## src/rtl/wb_if.sv

```systemverilog
// wb_if: Wishbone classic bus signals between one initiator and one responder.
//   adr_o/dat_o/we_o/stb_o/cyc_o : initiator -> responder
//   dat_i/ack_i                  : responder -> initiator
interface wb_if #(parameter int WIDTH = 32, parameter int ADDR_BITS = 15);
  logic [ADDR_BITS-1:0] adr_o;
  logic [WIDTH-1:0] dat_o;
  logic [WIDTH-1:0] dat_i;
  logic we_o;
  logic stb_o;
  logic cyc_o;
  logic ack_i;
  modport master(output adr_o, dat_o, we_o, stb_o, cyc_o, input dat_i, ack_i);
  modport slave(input adr_o, dat_o, we_o, stb_o, cyc_o, output dat_i, ack_i);
endinterface

```

## src/rtl/wb_initiator.sv

```systemverilog
// wb_initiator: Wishbone classic single-transfer initiator with ack timeout.
//   clk, rst_n           : clock, asynchronous active-low reset
//   cmd_valid/cmd_ready  : command handshake (cmd_ready high only in IDLE)
//   cmd_we/adr/dat       : command fields, latched on acceptance
//   rsp_valid/dat/err    : one-cycle response; err flags a timeout abort
//   wb                   : Wishbone master port
module wb_initiator #(
  parameter int WIDTH = 32,
  parameter int ADDR_BITS = 15,
  parameter int TIMEOUT = 255
) (
  input  logic                 clk,
  input  logic                 rst_n,
  input  logic                 cmd_valid,
  output logic                 cmd_ready,
  input  logic                 cmd_we,
  input  logic [ADDR_BITS-1:0] cmd_adr,
  input  logic [WIDTH-1:0]     cmd_dat,
  output logic                 rsp_valid,
  output logic [WIDTH-1:0]     rsp_dat,
  output logic                 rsp_err,
  wb_if.master                 wb
);
  localparam int CW = TIMEOUT > 0 ? $clog2(TIMEOUT + 1) : 1;
  localparam logic [CW-1:0] LAST = CW'(TIMEOUT > 0 ? TIMEOUT - 1 : 0);
  typedef enum logic {IDLE, BUS} state_t;
  state_t state, state_nxt;
  logic [CW-1:0] cnt;
  logic take, done_ack, done_to;
  always_comb begin
    take = state == IDLE && cmd_valid;
    done_ack = state == BUS && wb.ack_i;
    // ack wins over an expiring counter in the same cycle
    done_to = state == BUS && !wb.ack_i && TIMEOUT != 0 && cnt == LAST;
    state_nxt = take ? BUS : (done_ack || done_to) ? IDLE : state;
  end
  assign cmd_ready = state == IDLE;
  always_ff @(posedge clk or negedge rst_n) begin
    if (!rst_n) state <= IDLE;
    else state <= state_nxt;
  end
  always_ff @(posedge clk or negedge rst_n) begin
    if (!rst_n) begin
      wb.adr_o <= '0;
      wb.dat_o <= '0;
      wb.we_o <= 1'b0;
      wb.stb_o <= 1'b0;
      wb.cyc_o <= 1'b0;
      rsp_valid <= 1'b0;
      rsp_err <= 1'b0;
      rsp_dat <= '0;
      cnt <= '0;
    end else begin
      rsp_valid <= done_ack || done_to;
      if (take) begin
        wb.adr_o <= cmd_adr;
        wb.dat_o <= cmd_dat;
        wb.we_o <= cmd_we;
        wb.stb_o <= 1'b1;
        wb.cyc_o <= 1'b1;
        cnt <= '0;
      end
      if (done_ack || done_to) begin
        wb.stb_o <= 1'b0;
        wb.cyc_o <= 1'b0;
        rsp_err <= done_to;
      end
      if (done_ack && !wb.we_o) rsp_dat <= wb.dat_i;
      if (done_to) rsp_dat <= '0;
      // saturate so a very long wait with TIMEOUT=0 never wraps
      if (state == BUS && !wb.ack_i && cnt != '1) cnt <= cnt + 1'b1;
    end
  end
endmodule

```

## src/flat_wrapper.sv

```systemverilog
// flat-port wrapper written by rule: the top's interface ports become plain ports
module wb_initiator_flat 
#(
  parameter int WIDTH = 32,
  parameter int ADDR_BITS = 15,
  parameter int TIMEOUT = 255
)
  (clk, rst_n, cmd_valid, cmd_ready, cmd_we, cmd_adr, cmd_dat, rsp_valid, rsp_dat, rsp_err, wb_adr_o, wb_dat_o, wb_we_o, wb_stb_o, wb_cyc_o, wb_dat_i, wb_ack_i);
  wb_if #(.WIDTH(WIDTH), .ADDR_BITS(ADDR_BITS)) wb_i ();
  input  logic clk;
  input  logic rst_n;
  input  logic cmd_valid;
  output logic cmd_ready;
  input  logic cmd_we;
  input  logic [ADDR_BITS-1:0] cmd_adr;
  input  logic [WIDTH-1:0] cmd_dat;
  output logic rsp_valid;
  output logic [WIDTH-1:0] rsp_dat;
  output logic rsp_err;
  output wire logic [$bits(wb_i.adr_o)-1:0] wb_adr_o;
  output wire logic [$bits(wb_i.dat_o)-1:0] wb_dat_o;
  output wire logic [$bits(wb_i.we_o)-1:0] wb_we_o;
  output wire logic [$bits(wb_i.stb_o)-1:0] wb_stb_o;
  output wire logic [$bits(wb_i.cyc_o)-1:0] wb_cyc_o;
  input wire logic [$bits(wb_i.dat_i)-1:0] wb_dat_i;
  input wire logic [$bits(wb_i.ack_i)-1:0] wb_ack_i;
  assign wb_adr_o = wb_i.adr_o;
  assign wb_dat_o = wb_i.dat_o;
  assign wb_we_o = wb_i.we_o;
  assign wb_stb_o = wb_i.stb_o;
  assign wb_cyc_o = wb_i.cyc_o;
  assign wb_i.dat_i = wb_dat_i;
  assign wb_i.ack_i = wb_ack_i;
  wb_initiator #(.WIDTH(WIDTH), .ADDR_BITS(ADDR_BITS), .TIMEOUT(TIMEOUT)) u_core (.clk(clk), .rst_n(rst_n), .cmd_valid(cmd_valid), .cmd_ready(cmd_ready), .cmd_we(cmd_we), .cmd_adr(cmd_adr), .cmd_dat(cmd_dat), .rsp_valid(rsp_valid), .rsp_dat(rsp_dat), .rsp_err(rsp_err), .wb(wb_i));
endmodule
```

## config.mk

```make
export PLATFORM = sky130hd
export DESIGN_NAME = wb_initiator_flat
export DESIGN_NICKNAME = d
export VERILOG_FILES = /design/src/rtl/wb_if.sv /design/src/rtl/wb_initiator.sv /design/src/flat_wrapper.sv
export SDC_FILE = /design/constraint.sdc
export NUM_CORES = 1
export LEC_CHECK = 0
export BUFFER_PORTS_ARGS = -buffer_cell sky130_fd_sc_hd__buf_4
export CAP_MARGIN = 20
export CELL_PAD_IN_SITES_DETAIL_PLACEMENT = 2
export CELL_PAD_IN_SITES_GLOBAL_PLACEMENT = 2
export CORE_ASPECT_RATIO = 2
export CORE_MARGIN = 2
export CORE_UTILIZATION = 27
export DETAILED_ROUTE_END_ITERATION = 10
export GPL_ROUTABILITY_DRIVEN = 1
export PLACE_DENSITY_LB_ADDON = 0.1
export SLEW_MARGIN = 20
export SYNTH_ARGS = -nofsm -noshare
export SYNTH_HDL_FRONTEND = slang
export SYNTH_SLANG_ARGS = --single-unit
```

## constraint.sdc

```tcl
create_clock -name clk -period 1.85 [get_ports clk]
set_input_delay 0.0925 -clock clk [delete_from_list [all_inputs] [get_ports clk]]
set_output_delay 0.0925 -clock clk [all_outputs]
set_load 0.01 [all_outputs]
```

==> results of run 1 <==
==> layout make-up <==
cell class / instances / area [um2] / area share [%]
Multi-Input combinational cell: 254 / 1310 / 21.7
Inverter: 2 / 7.51 / 0.125
Tap cell: 155 / 194 / 3.22
Clock inverter: 4 / 32.5 / 0.540
Timing Repair Buffer: 234 / 1920 / 31.9
Clock buffer: 12 / 256 / 4.26
Sequential cell: 92 / 2300 / 38.2
==> routing by layer <==
| layer | vias to the layer above | wire, um | GRT usage (%) |
|---|---|---|---|
| met5 | - | 0 | 0 |
| met1 | 1698 | 4350 | 17.3 |
| met2 | 106 | 7190 | 33.6 |
| li1 | 1615 | - | - |
| met3 | 8 | 598 | 3.10 |
| met4 | 0 | 178 | 5.57 |
==> where the power goes <==
part           leakage, nW  internal, mW  switching [mW]  total, mW
combinational         2.00          1.12            1.02       2.14
clock                0.135         0.993           0.773       1.77
sequential            1.13          2.54           0.315       2.85
total                 3.26          4.65            2.11       6.76
==> worst max path at each step <==
stage / from / endpoint / slack (ns) / cells past startpoint
after floorplan: u_core.cnt[0] / u_core.cnt[7] / 0.33 / 5
after global placement: u_core.cnt[0] / u_core.cnt[7] / 0.26 / 5
after detailed placement: u_core.cnt[0] / u_core.cnt[7] / 0.20 / 5
after CTS: u_core.cnt[0] / u_core.cnt[7] / 0.19 / 5
after global routing: u_core.cnt[0] / u_core.cnt[7] / 0.1 / 5
final: u_core.cnt[0] / u_core.cnt[7] / 0.19 / 5
==> synth_stat cells <==
cell	n
a21o_2	1
nand4_1	2
xnor2_1	3
nor2b_1	2
a21oi_1	1
dfrtp_1	92
clkbuf_1	5
o211ai_1	3
a21o_1	1
o21ai_0	8
or2_2	1
nand3_1	7
a2111oi_4	1
nand2_1	149
nor2_1	34
and3_4	1
nand2b_1	2
buf_6	4
buf_2	5
and4_2	1
or3_2	1
buf_1	5
inv_1	2
xor2_1	1
buf_4	1
mux2i_1	33
ha_1	2
==> stage by stage <==
step | worst slack (ns) | hold WS (ns) | instance area [um2] | cells | total power, mW
floorplan | 0.326 | -0.203 | 3720 | 368 | 3.71
global placement | 0.262 | 0.109 | 5170 | 681 | 4.87
detailed placement | 0.197 | 0.109 | 5170 | 681 | 4.98
CTS | 0.188 | 0.000147 | 6020 | 753 | 6.91
global route | 0.0978 | 0.0158 | 6020 | 753 | 7.21
finish | 0.190 | 0.00849 | 6020 | 753 | 6.76
==> worst max-delay path: stages, from the launching register on <==
cell and delay [ns]:
dfrtp_1 0.43, ha_1 0.25, and3_4 0.18, a2111oi_4 0.39, nand3_1 0.15, mux2i_1 0.13
==> cell families (layout without fill, tap and decap cells) <==
kind of cell	Yosys count	count (layout)
XOR/XNOR	4	4
multiplexers	33	33
AO/OA/AOI/OAI	15	15
adder cells (fa/ha/maj)	2	2
flip-flops	92	92
AND/OR/NAND/NOR	200	200
buffers and inverters	22	252
==> sequential cells by signal, summed over array words and instances (netlist names) <==
name	flops
u_core.wb.we_o	1
u_core.cnt	8
u_core.rsp_err	1
u_core.wb.dat_o	32
u_core.wb.adr_o	15
u_core.wb.stb_o	1
u_core.state	1
u_core.rsp_valid	1
u_core.rsp_dat	32
==> impl_metrics.tcl, run 1 <==
set metrics [dict create \
    outcome "finished clean" \
    rsz0062_at_grt "false" \
    slew-limit-headroom_pct 64.9 \
    synth_top_family_by_area "simple AND/OR/NAND/NOR gates" \
    worstSkewPairLatency_ns 0.33 \
    hold_end "u_core.rsp_dat[22]" \
    synth_top_cell_by_area "dfrtp_1" \
    worst_clock_skew_ns 0.0114 \
    fin_util_pct 44.8 \
    irDropWorstVdd_mv 0.422 \
    vias 3427 \
    maxCapViolCount 0 \
    cts_setup_buffers 0 \
    routed_wirelength_um 12300 \
    synth.net_count 454 \
    timing.rr.start "u_core.cnt[0]" \
    fill_cells 1452 \
    holdCritStartpoint "wb_dat_i[22]" \
    worst_slew_pin_slew_ns 0.526 \
    die_w_um 87.0 \
    synth_top_area_share_pct 61.9 \
    maxSlewViolCount 0 \
    vias_per_cell 4.55 \
    r2r_slack_ns 0.19 \
    grt_pass1_vias 3916 \
    worstPathArrival_ns 1.87 \
    final_common_cell "buf_4" \
    nets 679 \
    ys_seq_area_share_pct 61.9 \
    place_congestion 0.752 \
    antennaDiodeCount 0 \
    synth_seq_cells 92 \
    overflow 0 \
    holdPathStages 3 \
    synth-xor-area-share_pct 0.941 \
    synth_cells 368 \
    initial_core_util_pct 27.7 \
    cts_hold_buffers 56 \
    drt-pass1-iter-count 4 \
    cts_tree "yes" \
    cts_root_buffer "clkbuf_16" \
    wl_per_cell_um 16.3 \
    track_usage_pct 17.1 \
    drc 0 \
    cts_resized 0 \
    power_density_nw_per_um2 1120 \
    end_kind "flip-flop" \
    period_share_pct 89.8 \
    cts_made_buffers 9 \
    hold_viol_final 0 \
    grt_pass1_wl_um 19600 \
    worstSetupPathType "reg -> reg" \
    synth_area_um2 3720 \
    worstPathMaxFanout 5 \
    most-common-layout-cells "buf_4, nand2_1, dfrtp_1" \
    core_area_um2 13400 \
    cts_buffer_depth 2 \
    portBuffers 168 \
    rows 60 \
    dpl.hpwl_um 8620 \
    synth.distinct_cells 27 \
    p_leak_nw 3.26 \
    synth_area_leaders "dfrtp_1, nand2_1, mux2i_1" \
    ioPinCount 169 \
    yosys.area_share.simple_pct 21.4 \
    dieArea_um2 14800 \
    synth-compound-area-share_pct 2.99 \
    antenna_found_initial 0 \
    synth_fa_ha_area_share_pct 0.672 \
    clock-sinks 92 \
    yosys_warnings 0 \
    areaGrowthSynthToFinish_pct 61.9 \
    htree_num_levels 3 \
    syn_avg_cell_area_um2 10.1 \
    worstPathRequired_ns 2.06 \
    hold_path.class "in -> reg" \
    drtAntennaViolNets 0 \
    reg2reg_depth 5 \
    yosys-mux-area-fraction_pct 8.88 \
    setup_viol 0 \
    timing.rr.end "u_core.cnt[7]" \
    setup_tns_ns 0 \
    drive_above_1_share_pct 33.8 \
    fin_crit_ns 1.66 \
    first_iter_violations 67 \
    grt_max_degree 38 \
    max_clock_freq_mhz 602 \
    start_kind "flip-flop" \
    die_y_um 170 \
    cts.clk_slew.worst_paths_ns 0.07 \
]
(Power assumes the default switching activity.)
==> run 2, diff against run 1 <==
--- a/config.mk
+++ b/config.mk
@@ -5,13 +5,14 @@
 export SDC_FILE = /design/constraint.sdc
 export NUM_CORES = 1
 export LEC_CHECK = 0
+export ABC_AREA = 1
 export BUFFER_PORTS_ARGS = -buffer_cell sky130_fd_sc_hd__buf_4
 export CAP_MARGIN = 20
 export CELL_PAD_IN_SITES_DETAIL_PLACEMENT = 2
 export CELL_PAD_IN_SITES_GLOBAL_PLACEMENT = 2
 export CORE_ASPECT_RATIO = 2
 export CORE_MARGIN = 2
-export CORE_UTILIZATION = 27
+export CORE_UTILIZATION = 28
 export DETAILED_ROUTE_END_ITERATION = 10
 export GPL_ROUTABILITY_DRIVEN = 1
 export PLACE_DENSITY_LB_ADDON = 0.1
==> impl_metrics.tcl, run 2 <==
set metrics [dict create \
    synth_area_um2 3920 \
    cts_made_buffers 9 \
    worst_slack_ns 0.294 \
    power_density_nw_per_um2 1190 \
    synth_commonest_cells "dfrtp_1, nand2_1, nor3_1" \
    pre_cts_ws_ns 0.279 \
    worst_clock_skew_ns 0.0115 \
    met1_usage_pct 18.7 \
    dieArea_um2 15000 \
    antennaDiodeCount 0 \
    slew-limit-headroom_pct 68.3 \
    overflow 0 \
    ys_async_sr_fraction_pct 100 \
    period_share_pct 84.1 \
    yosysMostFrequentCell "dfrtp_1" \
    track_usage_pct 19.7 \
    initial_core_util_pct 28.4 \
    drtAntennaViolNets 0 \
    first_iter_violations 65 \
    cts_buffer_depth 2 \
    worstPathRequired_ns 2.05 \
    critPathCapture "u_core.rsp_dat[11]" \
    clock-sinks 92 \
    wl_per_cell_um 19.2 \
    vias_per_cell 4.52 \
    nets 655 \
    cp-startpoint "u_core.cnt[0]" \
    start_kind "flip-flop" \
    reg2reg_depth 7 \
    irDropWorstVdd_mv 0.466 \
    r2r_slack_ns 0.29 \
    portBuffers 168 \
    place_congestion 0.778 \
    synth.distinct_cells 27 \
    fill_cells 1447 \
    cts_root_buffer "clkbuf_16" \
    synth_seq_cells 92 \
    p_leak_nw 3.05 \
    most-common-layout-cells "buf_4, dfrtp_1, nand2_1" \
    yosys_warnings 0 \
    die_y_um 171 \
    grt_pass1_wl_um 21800 \
    die_w_um 87.7 \
    ys_seq_area_share_pct 58.7 \
    setup_viol 0 \
    max_clock_freq_mhz 643 \
    rows 61 \
    drc 0 \
    grt_max_degree 58 \
    worstSkewPairLatency_ns 0.35 \
    syn_avg_cell_area_um2 11.1 \
    worstSetupPathType "reg -> reg" \
    worst_slew_pin_slew_ns 0.476 \
    cts_setup_buffers 0 \
    worstPathMaxFanout 22 \
    synth.net_count 438 \
    worstPathArrival_ns 1.76 \
    areaGrowthSynthToFinish_pct 57.5 \
    ioPinCount 169 \
    htree_num_levels 3 \
    use_met3_pct 2.83 \
    largest_registers "u_core.rsp_dat x32, u_core.wb.dat_o x32, u_core.wb.adr_o x15" \
    synth_top_area_share_pct 58.7 \
    dpl.hpwl_um 9640 \
    p_total_mw 7.36 \
    synth_area_leaders "dfrtp_1, mux2_2, mux2_4" \
    synth_edf_count 0 \
    synth_top_cell_by_area "dfrtp_1" \
    outcome "finished clean" \
    hold_path.class "in -> reg" \
    maxSlewViolCount 0 \
    vias 3445 \
    holdCritStartpoint "wb_dat_i[18]" \
    synth_cells 352 \
    maxCapViolCount 0 \
    hold_viol_final 0 \
    end_kind "flip-flop" \
    cts_resized 0 \
    grt-busiest-layer "met2" \
    drive_above_1_share_pct 43.7 \
    grt_pass1_vias 3907 \
    timing.rr.start "u_core.cnt[0]" \
    routed_wirelength_um 14600 \
    setup_tns_ns 0 \
    cts_hold_buffers 49 \
    rsz0062_at_grt "false" \
    timing.rr.end "u_core.rsp_dat[11]" \
    synth_ff_type "dfrtp_1" \
    drt-pass1-iter-count 4 \
    antenna_found_initial 0 \
    met2_usage_pct 40.3 \
    cts.clk_slew.worst_paths_ns 0.07 \
    cts_tree "yes" \
    final_common_cell "buf_4" \
    fin_crit_ns 1.56 \
    core_area_um2 13800 \
]
==> run 2: cell count changes after synthesis, sizes merged, moves of 3 or more <==
cell / before / now
nand3: 7 / 16
o211ai: 3 / 0
o21ai: 8 / 12
mux2: 0 / 48
inv: 2 / 22
nand2: 149 / 62
xnor2: 3 / 0
mux2i: 33 / 0
nor3: 0 / 42
nor2: 34 / 30
==> run 2: power breakdown <==
part	switching (mW)	leakage [nW]	internal [mW]
clock	0.858	0.151	1.10
combinational	1.15	1.81	1.32
sequential	0.374	1.09	2.56
total	2.38	3.05	4.98
==> run 2: layout make-up <==
class	count	area (um2)	area share (%)
multi-input cells	218	1400	22.7
flip-flops and latches	92	2300	37.3
clock buffers	10	239	3.87
repair buffers	226	1840	29.8
inverters	22	82.6	1.34
well taps	189	236	3.83
clock inverters	6	71.3	1.15
==> run 2: per-layer routing <==
metal  share of wire, %  wire length (um)  vias up
met5                  0                 0        -
met2                 62              9140       88
met1                 32              4630     1758
li1                   -                 -     1581
met3                3.7               536       18
met4                2.2               327        0
==> run 2: worst min-delay path by stage <==
stage | depth (start not counted) | end
2_1_floorplan | 0 | u_core.cnt[0]
3_3_place_gp | 1 | u_core.wb.dat_o[16]
3_5_place_dp | 1 | u_core.wb.dat_o[16]
4_1_cts | 5 | u_core.rsp_dat[18]
5_1_grt | 3 | u_core.wb.stb_o
6_report | 5 | u_core.rsp_dat[18]
==> run 2: critical path, stage by stage (launching register included) <==
cell     delay, ns
dfrtp_1       0.42
inv_1         0.10
ha_1          0.17
inv_1         0.05
nor2_1        0.12
nand3_2       0.10
inv_2         0.33
nor3_1        0.12
==> run 2: logic make-up (layout without fill, tap and decap cells) <==
family	Yosys count	count (layout)	share of synthesized area, %
mux	48	48	15.7
compound gates	15	15	2.07
fa+ha+maj	2	2	0.638
flops	92	92	58.7
simple gates	151	151	16.9
buf+inv	42	264	5.52
xor+xnor	2	2	0.447
==> run 2: per-stage QoR <==
stage / hold slack (ns) / area [um2] / std cells / utilization [%]
floorplan: -0.203 / 3920 / 352 / -
global placement: 0.0812 / 5380 / 698 / 38.9
detailed placement: 0.0856 / 5380 / 698 / 38.9
CTS: 0.0304 / 6180 / 763 / 44.7
global route: 0.0544 / 6180 / 763 / 44.7
finish: 0.0305 / 6180 / 763 / 44.7
==> run 3, diff against run 2 <==
--- a/config.mk
+++ b/config.mk
@@ -5,14 +5,14 @@
 export SDC_FILE = /design/constraint.sdc
 export NUM_CORES = 1
 export LEC_CHECK = 0
-export ABC_AREA = 1
+export ABC_AREA = 0
 export BUFFER_PORTS_ARGS = -buffer_cell sky130_fd_sc_hd__buf_4
 export CAP_MARGIN = 20
 export CELL_PAD_IN_SITES_DETAIL_PLACEMENT = 2
 export CELL_PAD_IN_SITES_GLOBAL_PLACEMENT = 2
 export CORE_ASPECT_RATIO = 2
 export CORE_MARGIN = 2
-export CORE_UTILIZATION = 28
+export CORE_UTILIZATION = 27
 export DETAILED_ROUTE_END_ITERATION = 10
 export GPL_ROUTABILITY_DRIVEN = 1
 export PLACE_DENSITY_LB_ADDON = 0.1
==> constraint.sdc (replaced) <==
create_clock -name clk -period 1.6 [get_ports clk]
set_input_delay 0.08 -clock clk [delete_from_list [all_inputs] [get_ports clk]]
set_output_delay 0.08 -clock clk [all_outputs]
set_load 0.01 [all_outputs]
==> impl_metrics.tcl, run 3 (synthesis results as in run 1) <==
set metrics [dict create \
    outcome "finished clean" \
    worstSetupPathType "reg -> reg" \
    p_seq_share_pct 41.8 \
    cts_tree "yes" \
    holdCritStartpoint "wb_dat_i[1]" \
    register_area_um2 2310 \
    start_kind "flip-flop" \
    worstPathRequired_ns 1.81 \
    fin_util_pct 46.3 \
    timing.rr.start "u_core.cnt[4]" \
    maxCapViolCount 0 \
    rows 60 \
    most-common-layout-cells "buf_4, nand2_1, dfrtp_1" \
    drive_above_1_share_pct 33.5 \
    sw_frac_of_total_pct 31.8 \
    max_stage_delay_ns 0.46 \
    place_congestion 0.762 \
    cp-startpoint "u_core.cnt[4]" \
    grt_pass1_wl_um 20500 \
    multi_input_area_um2 1310 \
    p_clk_share_pct 25.3 \
    cts_made_buffers 9 \
    nets 696 \
    portBuffers 168 \
    worstSkewPairLatency_ns 0.34 \
    grt_pass1_vias 4086 \
    worst_clock_skew_ns 0.00884 \
    overflow 0 \
    track_usage_pct 17.9 \
    rsz0062_at_grt "true" \
    hold_viol_final 0 \
    ioPinCount 169 \
    irDropWorstVdd_mv 0.521 \
    final_cell_area_um2 6220 \
    crit_chain "and4_2, a2111oi_4, nand3_1, mux2i_1" \
    worst_slack_ns 0.0662 \
    p_switching_mw 2.50 \
    period_share_pct 95.9 \
    vias 3536 \
    placed_area_um2 5240 \
    slew-limit-headroom_pct 71.1 \
    grt_max_degree 43 \
    fin_crit_ns 1.53 \
    maxSlewViolCount 0 \
    setup_viol 0 \
    antennaDiodeCount 0 \
    vias_per_cell 4.59 \
    routed_wirelength_um 12600 \
    hold_path.class "in -> reg" \
    dieArea_um2 14800 \
    dpl.hpwl_um 8690 \
    worstPathMaxFanout 6 \
    drt-pass1-iter-count 3 \
    max_clock_freq_mhz 652 \
    internal_power_mw 5.35 \
    die_y_um 170 \
    largest_registers "u_core.rsp_dat x32, u_core.wb.dat_o x32, u_core.wb.adr_o x15" \
    final_cells 770 \
    cts_setup_buffers 0 \
    pwr-share-comb_pct 32.9 \
    dp_cells 683 \
    areaGrowthSynthToFinish_pct 67.2 \
    worst_slew_pin_slew_ns 0.434 \
    clock-sinks 92 \
    p_leak_nw 3.34 \
    end_kind "flip-flop" \
    first_iter_violations 105 \
    antenna_found_initial 0 \
    cts.clk_slew.worst_paths_ns 0.06 \
    drc 0 \
    final_common_cell "buf_4" \
    drtAntennaViolNets 0 \
    pre_cts_ws_ns 0.0327 \
    htree_num_levels 3 \
    fill_cells 1439 \
    initial_core_util_pct 27.7 \
    worstPathArrival_ns 1.75 \
    cts_root_buffer "clkbuf_16" \
    core_area_um2 13400 \
    cts_buffer_depth 2 \
    cp_slowest_cell "dfrtp_2" \
    die_w_um 87.0 \
    wl_per_cell_um 16.3 \
    power_density_nw_per_um2 1260 \
]
==> run 3: cell count changes in the layout (fill, tap and decap cells not counted), moves of 4 or more <==
cell	change
mux2_4	-20
inv_1	-17
mux2_2	-27
o21ai_0	-4
nand3_1	-8
nand2_1	+88
nor2_1	+6
mux2i_1	+33
nor3_1	-42
buf_12	+4
dlygate4sd3_1	+22
==> run 3: power by group through the flow <==
stage               clock [mW]  combinational [mW]  sequential [mW]
floorplan                    0               0.710             3.58
global placement             0                2.39             3.29
detailed placement           0                2.48             3.33
CTS                       2.07                2.63             3.29
global route              2.16                2.86             3.38
finish                    1.99                2.58             3.29
==> run 3: layout make-up <==
type | count | share of cell area (%)
Inverter | 2 | 0.121
Tap cell | 155 | 3.12
Clock inverter | 5 | 0.603
Multi-Input combinational cell | 254 | 21.0
Clock buffer | 11 | 3.74
Timing Repair Buffer | 251 | 34.3
Sequential cell | 92 | 37.1
==> run 3: final timing paths <==
check / end / slack [ns] / cells past startpoint
max: u_core.cnt[7] / 0.07 / 4
max in group asynchronous: u_core.wb.dat_o[25] / 0.84 / 3
min reg2reg: u_core.wb.adr_o[7] / 0.48 / 2
min in group asynchronous: u_core.rsp_dat[11] / 0.16 / 2
max reg2reg: u_core.cnt[7] / 0.07 / 4
min: u_core.rsp_dat[1] / 0.005 / 3
==> run 3: through the flow <==
step                      setup TNS [ns]  total power [mW]  hold WS, ns
after floorplan                        0              4.29       -0.216
after global placement                 0              5.68      -0.0214
after detailed placement               0              5.81      -0.0182
after CTS                              0              7.98      0.00153
after global routing             -0.0355              8.39      0.00725
final                                  0              7.85      0.00503
==> run 3: timing repair <==
action	in CTS	in global routing
setup endpoints to repair	0	4
resized for setup	0	3
hold endpoints to repair	140	0
hold buffers	71	0
==> run 3: routing by layer <==
metal	routed length (um)	track usage (%)
met5	0	0
met4	256	5.57
met3	568	3.49
met2	7410	35.5
met1	4340	17.7
==> run 3: worst max-delay path, delay by kind of cell (launching register included) <==
kind,cells,cell delay [ns]
flops,1,0.46
simple gates,2,0.42
compound gates,1,0.40
mux,1,0.13
